--- src/rtl/score_display_n.sv ---
// Game score counter with BCD ripple increment and a multiplexed 7-segment display.
// Define SCORE_HISCORE_EN to add the high-score latch and the show_hi display source.
module score_display_n #(
  parameter int DIGITS    = 4,
  parameter int TICK_SLOW = 2000000,
  parameter int TICK_FAST = 1000000,
  parameter int SCAN_DIV  = 16
) (
  input  logic                  clk,
  input  logic                  rst_n,
  input  logic                  run,
  input  logic                  clear,
  input  logic                  speed,
  input  logic                  show_hi,
  output logic [DIGITS-1:0]     seg_sel,
  output logic [7:0]            SM,
  output logic [4*DIGITS-1:0]   score_bcd,
  output logic [4*DIGITS-1:0]   hiscore_bcd,
  output logic                  overflow
);

  localparam int TMAX = (TICK_SLOW > TICK_FAST) ? TICK_SLOW : TICK_FAST;
  localparam int CW   = $clog2(TMAX);
  localparam int SW   = (SCAN_DIV > 1) ? $clog2(SCAN_DIV) : 1;
  localparam int IW   = (DIGITS > 1) ? $clog2(DIGITS) : 1;

  logic [CW-1:0]       tick_cnt;
  logic [CW-1:0]       tick_last;
  logic                tick;
  logic [4*DIGITS-1:0] score_inc;
  logic                carry;
  logic [4*DIGITS-1:0] disp;
  logic [SW-1:0]       scan_cnt;
  logic                scan_wrap;
  logic [IW-1:0]       idx;
  logic [IW-1:0]       idx_nxt;
  logic [DIGITS-1:0]   sel_nxt;
  logic [3:0]          dig;
  logic                blank;
  logic                nz;

  // ">=" rather than "==" so a switch to the shorter period never skips a tick
  assign tick_last = speed ? CW'(TICK_FAST - 1) : CW'(TICK_SLOW - 1);
  assign tick      = (tick_cnt >= tick_last);

  always_ff @(posedge clk or negedge rst_n) begin
    if (!rst_n) tick_cnt <= '0;
    else        tick_cnt <= tick ? '0 : tick_cnt + CW'(1);
  end

  always_comb begin
    score_inc = score_bcd;
    carry     = 1'b1;
    for (int i = 0; i < DIGITS; i++) begin
      if (carry) begin
        if (score_bcd[4*i +: 4] == 4'd9) begin
          score_inc[4*i +: 4] = 4'd0;
        end else begin
          score_inc[4*i +: 4] = score_bcd[4*i +: 4] + 4'd1;
          carry               = 1'b0;
        end
      end
    end
  end

  always_ff @(posedge clk or negedge rst_n) begin
    if (!rst_n) begin
      score_bcd <= '0;
      overflow  <= 1'b0;
    end else if (clear) begin
      score_bcd <= '0;
      overflow  <= 1'b0;
    end else if (tick && run) begin
      score_bcd <= score_inc;
      if (carry) overflow <= 1'b1;
    end
  end

`ifdef SCORE_HISCORE_EN
  logic run_d;

  // Packed BCD orders the same as binary, so a plain magnitude compare works
  always_ff @(posedge clk or negedge rst_n) begin
    if (!rst_n) begin
      run_d       <= 1'b0;
      hiscore_bcd <= '0;
    end else begin
      run_d <= run;
      if (run_d && !run && (score_bcd > hiscore_bcd)) hiscore_bcd <= score_bcd;
    end
  end

  assign disp = show_hi ? hiscore_bcd : score_bcd;
`else
  logic unused_show_hi;

  assign unused_show_hi = show_hi;
  assign hiscore_bcd    = '0;
  assign disp           = score_bcd;
`endif

  assign scan_wrap = (scan_cnt == SW'(SCAN_DIV - 1));

  always_ff @(posedge clk or negedge rst_n) begin
    if (!rst_n) begin
      scan_cnt <= '0;
      idx      <= '0;
    end else begin
      scan_cnt <= scan_wrap ? '0 : scan_cnt + SW'(1);
      idx      <= idx_nxt;
    end
  end

  always_comb begin
    idx_nxt = idx;
    if (scan_wrap) idx_nxt = (idx == IW'(DIGITS - 1)) ? '0 : idx + IW'(1);
  end

  // Walk from the top digit down so nz tells whether anything above is nonzero
  always_comb begin
    dig     = '0;
    blank   = 1'b0;
    sel_nxt = '0;
    nz      = 1'b0;
    for (int i = DIGITS - 1; i >= 0; i--) begin
      nz = nz | (disp[4*i +: 4] != 4'd0);
      if (IW'(i) == idx_nxt) begin
        dig        = disp[4*i +: 4];
        blank      = !nz && (i != 0);
        sel_nxt[i] = 1'b1;
      end
    end
  end

  function automatic logic [7:0] seg_enc(input logic [3:0] d);
    case (d)
      4'd0:    seg_enc = 8'b00000011;
      4'd1:    seg_enc = 8'b10011111;
      4'd2:    seg_enc = 8'b00100101;
      4'd3:    seg_enc = 8'b00001101;
      4'd4:    seg_enc = 8'b10011001;
      4'd5:    seg_enc = 8'b01001001;
      4'd6:    seg_enc = 8'b01000001;
      4'd7:    seg_enc = 8'b00011111;
      4'd8:    seg_enc = 8'b00000001;
      4'd9:    seg_enc = 8'b00001001;
      default: seg_enc = 8'b11111111;
    endcase
  endfunction

  // Select and segments come from the same next index so they never disagree
  always_ff @(posedge clk or negedge rst_n) begin
    if (!rst_n) begin
      seg_sel <= DIGITS'(1);
      SM      <= 8'b00000011;
    end else begin
      seg_sel <= sel_nxt;
      SM      <= blank ? 8'b11111111 : seg_enc(dig);
    end
  end

endmodule

--- config.mk ---
export PLATFORM = sky130hd
export DESIGN_NAME = score_display_n
export DESIGN_NICKNAME = d
export VERILOG_FILES = /design/src/rtl/score_display_n.sv
export SDC_FILE = /design/constraint.sdc
export NUM_CORES = 1
export LEC_CHECK = 0
export CORE_MARGIN = 5
export CORE_UTILIZATION = 45
export CTS_CLUSTER_SIZE = 28
export DETAILED_ROUTE_END_ITERATION = 16
export PLACE_DENSITY_LB_ADDON = 0.1
export RECOVER_POWER = 100
export REMOVE_ABC_BUFFERS = 1
export SYNTH_ARGS = -nofsm -noshare
export SYNTH_HDL_FRONTEND = slang
export SYNTH_SLANG_ARGS = --single-unit
export TNS_END_PERCENT = 100
--- constraint.sdc ---
create_clock -name clk -period 3.1 [get_ports clk]
set_input_delay 0.62 -clock clk [delete_from_list [all_inputs] [get_ports clk]]
set_output_delay 0.62 -clock clk [all_outputs]
set_load 0.01 [all_outputs]
# After elaboration in Yosys (flattened, before gate mapping)
# Memories as Yosys holds them, arrays and structs flattened.
# Index checks and enable logic that the tools add are counted.
# classes
muxes,37
eq_ne,9
addsub,7
n_bitwise,2
n_lt_le_gt_ge,1
reduce_logical,17
# ops
op,n
$mux W4,12
$mux W21,2
$mux W16,2
$add A21 B1 Y21 const B,1
$ge A21 B21 Y1,1
$add A4 B1 Y4 const B,5
$eq A4 B4 Y1 const B,5
$mux W1,18
$reduce_bool A4 Y1,3
$reduce_bool A2 Y1,5
$mux W8,1
$reduce_and A2 Y1,4
$eq A2 B2 Y1 const A,2
$mux W2,2
$logic_not A1 Y1,3
$add A2 B1 Y2 const B,1
$eq A1 B2 Y1 const A,1
$eq A2 B2 Y1 const B,1
$logic_not A2 Y1,1
$or A1 B1 Y1,2
$logic_and A1 B1 Y1,1
# totals
regBits,56
in_bits,6
output_inout_bits,45
wordCells,84
n_memories,1
romBits,112
# memory_table
name,depth,word_bits,read_ports,rd_ports_with_merged_regs,write_ports,line_no,source
(no name shown),16,7,1,0,0,136,case (d)

# Depth between registers and ports, before layout
# An unclocked memory read counts as a cell.
# depth
word_depth,10
ltp_mapped,12
depth_no_buf,11

# Worst setup path after synthesis
# No wires, ideal clock.
# synth_timing
path_type,reg2reg
start,register idx[0]
end,register SM[4]
required_ns,2.977
setup_ns,0.123
n_path_buf,1
path_slack_ns,0.590
period_less_slack_ns,2.510
stages_incl_launch_ff,11
t_arrival_ns,2.386
path_cell_list,dfrtp_1 -> ha_1 -> clkbuf_1 -> mux2i_1 -> inv_1 -> nand2_1 -> a22oi_1 -> inv_1 -> ha_1 -> mux2i_1 -> a21oi_1
# synth_between
elab_chain_cells,10
elab_cells_between_ends,18
classes_between,add/sub: 1; eq/ne: 4; mux: 11; reduce/logical: 1; memory: 1
# synth_rtl
item,line_no,source
start: declaration,35,logic [IW-1:0] idx;
start signal: assignment,110,idx <= idx_nxt;
$add A2 B1 Y2 or $eq A2 B2 Y1 (tied branches),116,if (scan_wrap) idx_nxt = (idx == IW'(DIGITS - 1)) ? '0 : idx + IW'(1);
$mux W2 * (2 in series),116,
net idx_nxt[1],36,logic [IW-1:0] idx_nxt;
$eq A2 B2 Y1,127,if (IW'(i) == idx_nxt) begin
$mux W4 (4 in series),127,
$mem_v2 Z16 W7,--,
$mux W8 *,158,SM <= blank ? 8'b11111111 : seg_enc(dig);
end signal: assignment,158,
end: declaration,16,"output logic [7:0] SM,"
# Mark *: on every way through the listed nets, which the timed path passes. The rest lies on a longest branch.
# A chain may end at the register's enable or synchronous reset.

# Worst setup path after layout
# layout_timing
start,input speed
end,register score_bcd[12]
# layout_between
elab_chain_cells,5
# layout_rtl
item,line_no,source
start: declaration,13,"input logic speed,"
$mux W21,43,assign tick_last = speed ? CW'(TICK_FAST - 1) : CW'(TICK_SLOW - 1);
$ge A21 B21 Y1,44,assign tick = (tick_cnt >= tick_last);
$logic_and A1 B1 Y1,73,end else if (tick && run) begin
$reduce_bool A2 Y1 (no source line),--,
$reduce_and A2 Y1 (no source line),--,
end signal: assignment,74,score_bcd <= score_inc;
end: declaration,17,"output logic [4*DIGITS-1:0] score_bcd,"
# Every way passes these cells.

==> results by group <==
Flow run
  • Max Cap Viol: 1

Clock tree
  • CTS sink cnt: 55
  • Post-CTS Hold Buffers: 0
  • Clock-pin transition on the worst setup and hold timing paths: 0.11 ns
  • Depth of the CTS H-tree: 2
  • Setup bufs post-CTS: 0
  • Clk Tree Root Cell: clkbuf_8
  • Inserted Clock Buffers: 5
  • Clk buf depth: 2
  • Clk_lat worst skew: 0.31 ns
  • TritonCTS clock tree: done
  • Post-cts resize count: 0

Pwr
  • Power Total: 1820 uW
  • LEAKAGE: 0.00188 uW
  • Pwr Density: 460 mW/mm^2
  • VDD IR-drop max: 0.211 mV

Yosys
  • Yosys warnings: 0
  • Post-Synth XOR/XNOR Area: 3.79%
  • Mux cell area share after synthesis: 7.58%
  • Flops & latches, synth: 55
  • Largest family of logic cells by synthesized area: simple AND/OR/NAND/NOR gates
  • Post-synthesis cell area: 0.00347 mm^2
  • Avg Inst Size Synth: 9.60 um^2
  • EDFF count, synth: 0
  • Most used DFF post-synth: dfrtp_1
  • Register area share after synthesis: 39.8%
  • Async S/R FF share, synth: 100%
  • Simple-gate share of the synthesized area: 17.8%
  • Post-synth cell types: 55
  • Adder-cell share of the synthesized area: 9.75%
  • Cells after Synth: 361
  • Synth Area in Compound Gates: 12.8%

Setup path
  • Crit. End Element: flop
  • Critical Path AT: 3.21 ns
  • Worst Path Required: 3.30 ns
  • Max Fanout on Critical Path: 5
  • Element type at the critical path start: primary input
  • Reg-to-reg slack, setup: 0.30 ns
  • FF-to-FF path depth: 9
  • Worst r2r src: scan_cnt[0]
  • Worst R2R End: SM[4]
  • Critical path class: primary input to flop

Outcome
  • Failing checks: capacitance limit, slew limit
  • Status: finished, violations left

Layout
  • Commonest non-fill, non-tap cells in the layout: 53 x dfrtp_1, 38 x nor2_1, 29 x dlygate4sd3_1
  • Fraction of layout cells with a size suffix above 1: 9.73%
  • Multi-input logic area: 0.00186 mm^2
  • # diodes: 0
  • FF/Latch Area: 0.00138 mm^2
  • Non-Filler Instances: 503
  • Final Util: 51.9%
  • Most common library cell in the layout ignoring fill and taps: dfrtp_1
  • # fillers: 730
  • Nets@finish: 433
  • Area grow syn2layout: 14.0%

Die
  • Io pins: 51
  • Die span in x: 97.8 um
  • Initial Util: 45.6%
  • Core area: 0.00761 mm^2
  • Rows: 32
  • DIE AREA: 0.00956 mm^2
  • Die Height: 97.8 um

Worst hold path
  • Hold_sp: scan_cnt[0]
  • Hold Path Cell Cnt: 1
  • HP Class: flop to flop
  • Hold path endpoint: scan_cnt[0]

Drt
  • Final wirelength: 7520 um
  • WL/cell: 15.0 um
  • 1st-iter DRT viols: 70
  • DRT Pass-1 Iters: 4
  • Via count: 2714
  • Antenna viol nets, final: 0
  • DRC Markers: 0
  • Vias per cell: 5.40

Global routing
  • First-pass GRT wire length: 13000 um
  • Initial antenna violation count: 0
  • Number of global-route vias before repair: 2685
  • GRT Total Usage: 16.4%
  • Remaining Overflow, GRT: 0
  • Largest net degree at the start of global routing: 45

Timing
  • Final Setup Violations: 0
  • Worst hold slack: 0.510 ns
  • F_max: 332 MHz
  • Worst slew margin: -61.4%
  • Slew @ Worst Pin: 2.42 ns
  • Max-slew violation count: 45
  • Setup Skew: 0.00968 ns
  • Final setup TNS: 0 ns
  • Final Cycle Share: 97.3%
  • Min Clock Period, post-route: 3.02 ns
  • RSZ-0062 raised after global routing: no
  • Hold Fails Final Rpt: 0

Place
  • Detail Placement HPWL: 5540 um
  • Cells after DPL: 495
  • GPL Wtd Cong: 0.875
  • Buffers on Ports: 32
==> stage by stage <==
stage                     setup WS [ns]  instance area [um^2]
after floorplan                   0.375                  3310
after global placement          -0.0387                  3870
after detailed placement         -0.109                  3870
after CTS                         0.221                  3960
after global routing             0.0186                  3950
final                            0.0838                  3950
==> logic make-up (layout without fill, tap and decap cells) <==
family | count (synthesis) | after routing
mux | 24 | 24
other cells | 2 | 17
compound gates | 63 | 63
xor+xnor | 15 | 15
buf+inv | 51 | 76
flops | 55 | 55
simple gates | 124 | 124
fa+ha+maj | 27 | 27
==> layout make-up <==
cell class | instances | share of cell area (%)
multi-input combinational | 270 | 47.0
sequential | 55 | 34.9
timing repair buffer | 48 | 10.7
tap | 102 | 3.23
inverter | 20 | 1.90
clock buffer | 5 | 1.74
clock inverter | 3 | 0.507
==> state kept, by name (all words and copies together), names as in the netlist <==
signal,count
score_bcd,16
scan_cnt,4
seg_sel,4
idx,2
SM,7
overflow,1
tick_cnt,21
==> worst max-delay path, stage by stage <==
cell and delay [ns]:
dlygate4sd3_1 0.61, ha_1 0.36, a2111oi_0 0.42, nand2_1 0.09
o211ai_1 0.33, a21boi_2 0.17, a31oi_1 0.23, mux2_2 0.37
==> Yosys cell counts, drive strengths merged, types with 2 or more instances <==
master / n / area (um^2)
dfrtp: 53 / 1330
nor2: 38 / 143
ha: 27 / 338
nand2: 26 / 105
a21oi: 20 / 100
buf: 20 / 170
inv: 20 / 75.1
mux2i: 18 / 184
nand3: 14 / 70.1
o21ai: 14 / 70.1
clkbuf: 11 / 41.3
xor2: 11 / 96.3
and3: 10 / 62.6
nand4: 8 / 50.1
nor3: 7 / 35.0
or3: 6 / 37.5
mux2: 5 / 56.3
xnor2: 4 / 35.0
a311o: 3 / 30.0
nor2b: 3 / 18.8
o211ai: 3 / 22.5
a2111oi: 2 / 17.5
a31o: 2 / 17.5
a31oi: 2 / 12.5
a41oi: 2 / 17.5
and4: 2 / 17.5
conb: 2 / 7.51
dfstp: 2 / 52.6
nand2b: 2 / 12.5
nor4: 2 / 12.5
o2111ai: 2 / 17.5
o311ai: 2 / 35.0
o41ai: 2 / 25.0
==> power by group <==
group	internal [uW]	switching, uW	total (uW)
sequential	830	99.8	929
combinational	226	262	487
clock	158	245	403
==> metal layers <==
metal  vias to the layer above  wire length (um)  GRT usage, %
met1                      1340              3610          22.2
met5                         -                 0             0
met2                        51              3590          26.7
met3                         6               235          3.57
li1                       1317                 -             -
met4                         0                95          4.26
==> worst max path at each step <==
stage,start,end,slack (ns),cells after the start
after floorplan,speed,score_bcd[12],0.37,8
after global placement,speed,score_bcd[12],-0.04,9
after detailed placement,speed,score_bcd[7],-0.11,10
after CTS,speed,score_bcd[7],0.22,10
after global routing,scan_cnt[0],SM[2],0.02,10
final,speed,score_bcd[12],0.08,8
Power figures use the tool's default switching activity.
==> variant 1, RTL diff (config.mk and constraints unchanged) <==
Build with the macro `SCORE_HISCORE_EN` defined.
--- a/src/rtl/score_display_n.sv
+++ b/src/rtl/score_display_n.sv
@@ -1,5 +1,7 @@
 // Game score counter with BCD ripple increment and a multiplexed 7-segment display.
 // Define SCORE_HISCORE_EN to add the high-score latch and the show_hi display source.
+`define SCORE_HISCORE_EN
+
 module score_display_n #(
   parameter int DIGITS    = 4,
   parameter int TICK_SLOW = 2000000,
Formal check against the unedited RTL: no difference found for any inputs over 10 cycles, from zero or initial values and one cycle with rst_n low; that may be too few to reach the edited logic, so the function may still have changed.
==> variant 1 against the original RTL <==
- the run still ends with max-capacitance violations, max-slew violations left
- cell count rose by 19%
- register-to-register slack got worse by 0.09 ns
- synthesized area increased by 22%
- sequential cell count grew 17
- routed wire length rose by 27%
- final area up 29%
- worst setup slack improved by 0.080 ns
- critical endpoint is now score_bcd[6]$_DFFE_PN0P_
- largest cell class unchanged
- highest routed layer unchanged
Power is not compared: it rests on default switching activity, and its combinational part moved more than twofold at a synthesized area within 25%.
==> variant 1: results (changes against the original RTL) <==
* Run status: finished with violations (unchanged)
* Failing checks: max-capacitance violations, max-slew violations (unchanged)
* H-tree depth at 3 (was 2)
* Crit-path max cell delay at 0.45 ns (was 0.61 ns)
* Placed cells at 582 (was 495)
* Compound-Gate Fraction of Synth Area at 10.57% (was 12.78%)
* Vias per cell at 5.487 (was 5.396)
* Met1 WL at 4.780 mm (was 3.606 mm)
* Root buffer cell: clkbuf_8 (unchanged)
* Max Slew Vio Count at 73 (was 45)
* Top layer in use: met4 (unchanged)
* Post-Syn Instances at 417 (was 361)
* Post-Synth Adder-Cell Area at 11.84% (was 9.747%)
* Post-synthesis sequential area ratio at 42.68% (was 39.78%)
* Most common cell in the netlist: dfrtp_1 (unchanged)
* WL per Instance at 16.02 um (was 14.96 um)
* Worst setup slack after placement at -0.2158 ns (was -0.1088 ns)
* Routed length on met3 at 398 um (was 235 um)
* Worst path slowest cell: clkdlybuf4s50_1 (was dlygate4sd3_1)
* Post-DP HPWL at 6.813 mm (was 5.539 mm)
* Post-synthesis mux area share at 10.77% (was 7.581%)
* Synth Area in XOR/XNOR at 4.350% (was 3.791%)
* Synth cell types at 55 (unchanged)
* Drt initial violations at 133 (was 70)
* Largest net degree at the start of global routing at 73 (was 45)
* Critical path arrival at 3.19 ns (was 3.21 ns)
* Max-Cap Viols at 1 (unchanged)
* Worst Path Max Fanout at 6 (was 5)
* Register clock-pin slew on the reported worst setup and hold paths at 0.08 ns (was 0.11 ns)
* Slew of the pin with the lowest slew margin at 1.793 ns (was 2.420 ns)
* Final nets at 528 (was 433)
* Synth area leaders: dfrtp_1, ha_1, mux2i_1, nor2_1, mux2_2 (was dfrtp_1, ha_1, mux2i_1, nor2_1, buf_4)
* Total GRT Usage at 17.84% (was 16.39%)
* Worst reg2reg path depth at 11 (was 9)
* Vias in the first global route at 3214 (was 2685)
* GP Congestion at 0.8185 (was 0.8749)
* GR Util met1 at 25.93% (was 22.24%)
* Layout cell share with drive strength beyond 1 at 10.27% (was 9.726%)
* Crit-path leading delay family: compound AO/OA/AOI/OAI gates (unchanged)
* Global-route wire length before repair at 16.35 mm (was 13.02 mm)
* Setup Fix Bufs, Post-CTS at 0 (unchanged)
* Clock Latency Late Sink at 0.34 ns (was 0.31 ns)
* Ys Warns at 0 (unchanged)
* Placement Cell Area at 4926 um2 (was 3874 um2)
* Non-filler cells, final at 598 (was 503)
* Worst Path Buf+Inv at 3 (was 1)
* Top flop regs: tick_cnt x21, hiscore_bcd x16, score_bcd x16 (was tick_cnt x21, score_bcd x16, SM x7)
* CTS buffer count at 9 (was 5)
* IO buf count at 49 (was 32)
* Met3 Resource Use GR at 3.131% (was 3.571%)
* Clk_skew at 0.01280 ns (was 0.009684 ns)
* Most common library cells after synthesis: dfrtp_1, nor2_1, ha_1, nand2_1, inv_1 (was dfrtp_1, nor2_1, ha_1, nand2_1)
* Post-synth ARST share at 100.0% (unchanged)
* WL met2 at 4.347 mm (was 3.586 mm)
* Met2 Usage GRT at 27.34% (was 26.67%)
## variant 1: cell count changes in the layout (fill, tap and decap cells not counted), moves of 5 or more
cell,before,now
dfrtp_1,53,70
conb_1,17,1
dlygate4sd3_1,29,45
ha_1,27,40
inv_1,20,29
a21o_1,1,9
mux2_2,5,12
a21oi_1,20,26
mux2i_1,17,23
and3_1,10,5
clkbuf_8,5,10
nand2_1,25,30
## variant 1: power by group
part	total, mW	leakage [nW]	internal (mW)	switching (mW)
Clock	0.820	0.108	0.476	0.344
Combinational	0.0671	1.42	0.0237	0.0434
Sequential	0.945	0.930	0.944	0.000924
## variant 1: repair_timing
item,4_1_cts,5_1_grt
endpoints found under the hold margin,0,0
endpoints found under the setup margin,0,7
gates resized for setup,0,2
## variant 1: final timing paths
| check | start | to | slack, ns |
|---|---|---|---|
| min | scan_cnt[0]$_DFF_PN0_ | scan_cnt[0]$_DFF_PN0_ | 0.49 |
| min reg2reg | scan_cnt[0]$_DFF_PN0_ | scan_cnt[0]$_DFF_PN0_ | 0.49 |
| max reg2reg | scan_cnt[0]$_DFF_PN0_ | SM[6]$_DFF_PN0_ | 0.21 |
| max | speed | score_bcd[6]$_DFFE_PN0P_ | 0.16 |
| max in group asynchronous | rst_n | tick_cnt[19]$_DFF_PN0_ | 1.19 |
| min in group asynchronous | rst_n | tick_cnt[2]$_DFF_PN0_ | 0.85 |
## variant 1: layout make-up
cell class | instances | area [um2]
tap | 111 | 138.9
inverter | 29 | 108.9
clock buffer | 13 | 148.9
timing repair buffer | 64 | 590.6
fill | 842 | 4083
sequential | 72 | 1804
multi-input combinational | 306 | 2257
clock inverter | 3 | 65.06
==> variant 2, RTL diff (same flow settings) <==
Made on the original files. Remove the register `SM`: a continuous assignment takes its place, so the output `SM` follows one clock earlier.
--- a/src/rtl/score_display_n.sv
+++ b/src/rtl/score_display_n.sv
@@ -152,12 +152,12 @@
   always_ff @(posedge clk or negedge rst_n) begin
     if (!rst_n) begin
       seg_sel <= DIGITS'(1);
-      SM      <= 8'b00000011;
     end else begin
       seg_sel <= sel_nxt;
-      SM      <= blank ? 8'b11111111 : seg_enc(dig);
     end
   end
 
+  assign SM = blank ? 8'b11111111 : seg_enc(dig);
+
 endmodule
 
Behaviour: no difference found for any inputs over 10 cycles, from zero or initial values and one cycle with rst_n low; that may be too few to reach the edited logic, so the function may still have changed.
==> variant 2 against the original RTL <==
- the flow finishes with violations (negative setup slack)
- critical endpoint is now SM[7]
- register-to-register slack better by 0.28 ns
- synthesized area is 7.1% lower
- highest routed layer unchanged
- routed wire length fell by 2.7%
- worst setup slack worse by 0.26 ns
- via count shrank 4.4%
- final area grew 4.5%
- sequential cell count decreased by 7
Power is not compared: it rests on default switching activity, and its combinational part moved more than twofold at a synthesized area within 25%.
==> variant 2: results (changes against the original RTL) <==
* Synth cell types at 54 (was 55)
* IO buf count at 32 (unchanged)
* CP Launch Point: scan_cnt[0]$_DFF_PN0_ (was speed)
* Ys Warns at 0 (unchanged)
* Setup TNS at -0.9594 ns (was 0 ns)
* Filler instances at 600 (was 730)
* Leak at 1.825 nW
* Total GRT Usage at 16.78% (was 16.39%)
* Vias in the first global route at 2487 (was 2685)
* Final setup violation count at 10 (was 0)
* Post-synthesis sequential area ratio at 37.36% (was 39.78%)
* Layout cell share with drive strength beyond 1 at 23.73% (was 9.726%)
* Final nets at 445 (was 433)
* Global-route wire length before repair at 11.83 mm (was 13.02 mm)
* Largest net degree at the start of global routing at 30 (was 45)
* Final WL at 7.318 mm (was 7.524 mm)
* CTS Buffer Depth at 2 (unchanged)
* Initial antenna violation count at 0 (unchanged)
* Compound-Gate Fraction of Synth Area at 12.75% (was 12.78%)
* H-tree depth at 2 (unchanged)
* Vias at 2595 (was 2714)
* Most common library cells after synthesis: dfrtp_1, nor2_1, a21oi_1, ha_1 (was dfrtp_1, nor2_1, ha_1, nand2_1)
* Final worst slack at -0.1782 ns (was 0.08382 ns)
* Post-synth ARST share at 100.0% (unchanged)
* Register clock-pin slew on the reported worst setup and hold paths at 0.09 ns (was 0.11 ns)
* Max IR drop VDD at 0.1969 mV
* Reg-to-Reg Start: tick_cnt[10]$_DFF_PN0_ (was scan_cnt[0]$_DFF_PN0_)
* Hold-fix buffer count after cts at 0 (unchanged)
* Critical path arrival at 2.66 ns (was 3.21 ns)
* Worst setup slack after placement at -0.5053 ns (was -0.1088 ns)
* Diodes inserted at 0 (unchanged)
* DR pass1 iterations at 4 (unchanged)
* Clk_skew at 0.009155 ns (was 0.009684 ns)
* Clock Latency Late Sink at approximately 0.30 ns
* Worst Path Max Fanout at 6 (was 5)
* Hold Crit Class: input port to asynchronous set/reset pin (was register to register)
* Run status: finished with violations (unchanged)
* Synth area leaders: dfrtp_1, ha_1, a21oi_1, buf_4, mux2i_1 (was dfrtp_1, ha_1, mux2i_1, nor2_1, buf_4)
* Placement Cell Area at 3797 um2 (was 3874 um2)
* Root buffer cell: clkbuf_8 (unchanged)
* Synth Area in XOR/XNOR at 4.355% (was 3.791%)
* Post-DP HPWL at 5.225 mm (was 5.539 mm)
* GP Congestion at 0.8089 (was 0.8749)
* Die Wd at 94.57 um (was 97.76 um)
* Post-synthesis mux area share at 7.115% (was 7.581%)
* Drt initial violations at 97 (was 70)
* Top flop regs: tick_cnt x21, score_bcd x16 (was tick_cnt x21, score_bcd x16, SM x7)
* Failing checks: negative setup slack (was max-capacitance violations, max-slew violations)
* CTS buffer count at 5 (unchanged)
* Max transition margin at 25.43% (was -61.35%)
* Post-Synth Adder-Cell Area at 10.50% (was 9.747%)
==> variant 2: cell count changes after synthesis, moves of 5 or more <==
cell / before / now
a21oi_1: 20 / 27
clkbuf_1: 11 / 3
nor2_1: 38 / 30
nand2_1: 25 / 20
or3_1: 6 / 12
dfrtp_1: 53 / 47
==> variant 2: kinds of logic after synthesis <==
family	count (synthesis)
AND/OR/NAND/NOR	119
XOR/XNOR	16
other	2
flip-flops	48
buffers and inverters	44
multiplexers	19
AO/OA/AOI/OAI	63
adder cells (fa/ha/maj)	27
==> variant 2: final cells by class <==
cell class	count	area, um2	area share (%)
Timing Repair Buffer	76	658.1	15.94
Sequential cell	48	1202	29.13
Clock inverter	3	18.77	0.4547
Tap cell	96	120.1	2.910
Clock buffer	5	68.82	1.667
Inverter	20	82.58	2.001
Multi-Input combinational cell	261	1977	47.89
==> variant 2: what timing repair did <==
item                                    CTS  global route
cloned                                    0             0
endpoints found under the setup margin    7             7
pin swaps                                 8             7
resized for setup                        48            29
setup buffers                             8             3
==> variant 2: per-stage QoR <==
| stage | hold slack, ns | cells |
|---|---|---|
| 2_1_floorplan | 0.3244 | 329 |
| 3_3_place_gp | 0.4678 | 491 |
| 3_5_place_dp | 0.4814 | 491 |
| 4_1_cts | 0.2721 | 507 |
| 5_1_grt | 0.5153 | 509 |
| 6_report | 0.5064 | 509 |
==> variant 2: metal layers <==
| metal | wire [um] | vias up | global-route usage [%] |
|---|---|---|---|
| met5 | 0 | - | 0 |
| met4 | 54 | 0 | 4.087 |
| met3 | 256 | 4 | 3.028 |
| met2 | 3481 | 50 | 27.19 |
| met1 | 3526 | 1245 | 23.30 |
| li1 | - | 1296 | - |
==> variant 2: final timing paths <==
kind,to,slack [ns],cells past startpoint
min in group clk,overflow$_DFFE_PN0P_,0.51,1
hold reg to reg,overflow$_DFFE_PN0P_,0.51,1
setup / recovery,SM[7],-0.18,14
hold / removal,scan_cnt[3]$_DFF_PN0_,0.51,1
max in group asynchronous,tick_cnt[18]$_DFF_PN0_,1.30,2
setup reg to reg,score_bcd[3]$_DFFE_PN0P_,0.58,7
==> variant 2: where the power goes <==
group / total [mW] / internal, mW / switching (mW)
Clock: 0.367 / 0.158 / 0.210
Sequential: 0.626 / 0.626 / 0.000000000000000130
Combinational: 0.0405 / 0.00851 / 0.0320
==> variant 2: critical path: stages (launching register included) <==
cell,delay (ns)
dfrtp_1,0.39
ha_2,0.21
nand3_4,0.11
mux2i_4,0.25
buf_12,0.16
mux2i_4,0.25
mux2i_4,0.11
buf_6,0.14
buf_6,0.12
inv_6,0.06
buf_6,0.10
ha_4,0.11
nand2_2,0.05
a31oi_2,0.13
buf_2,0.16
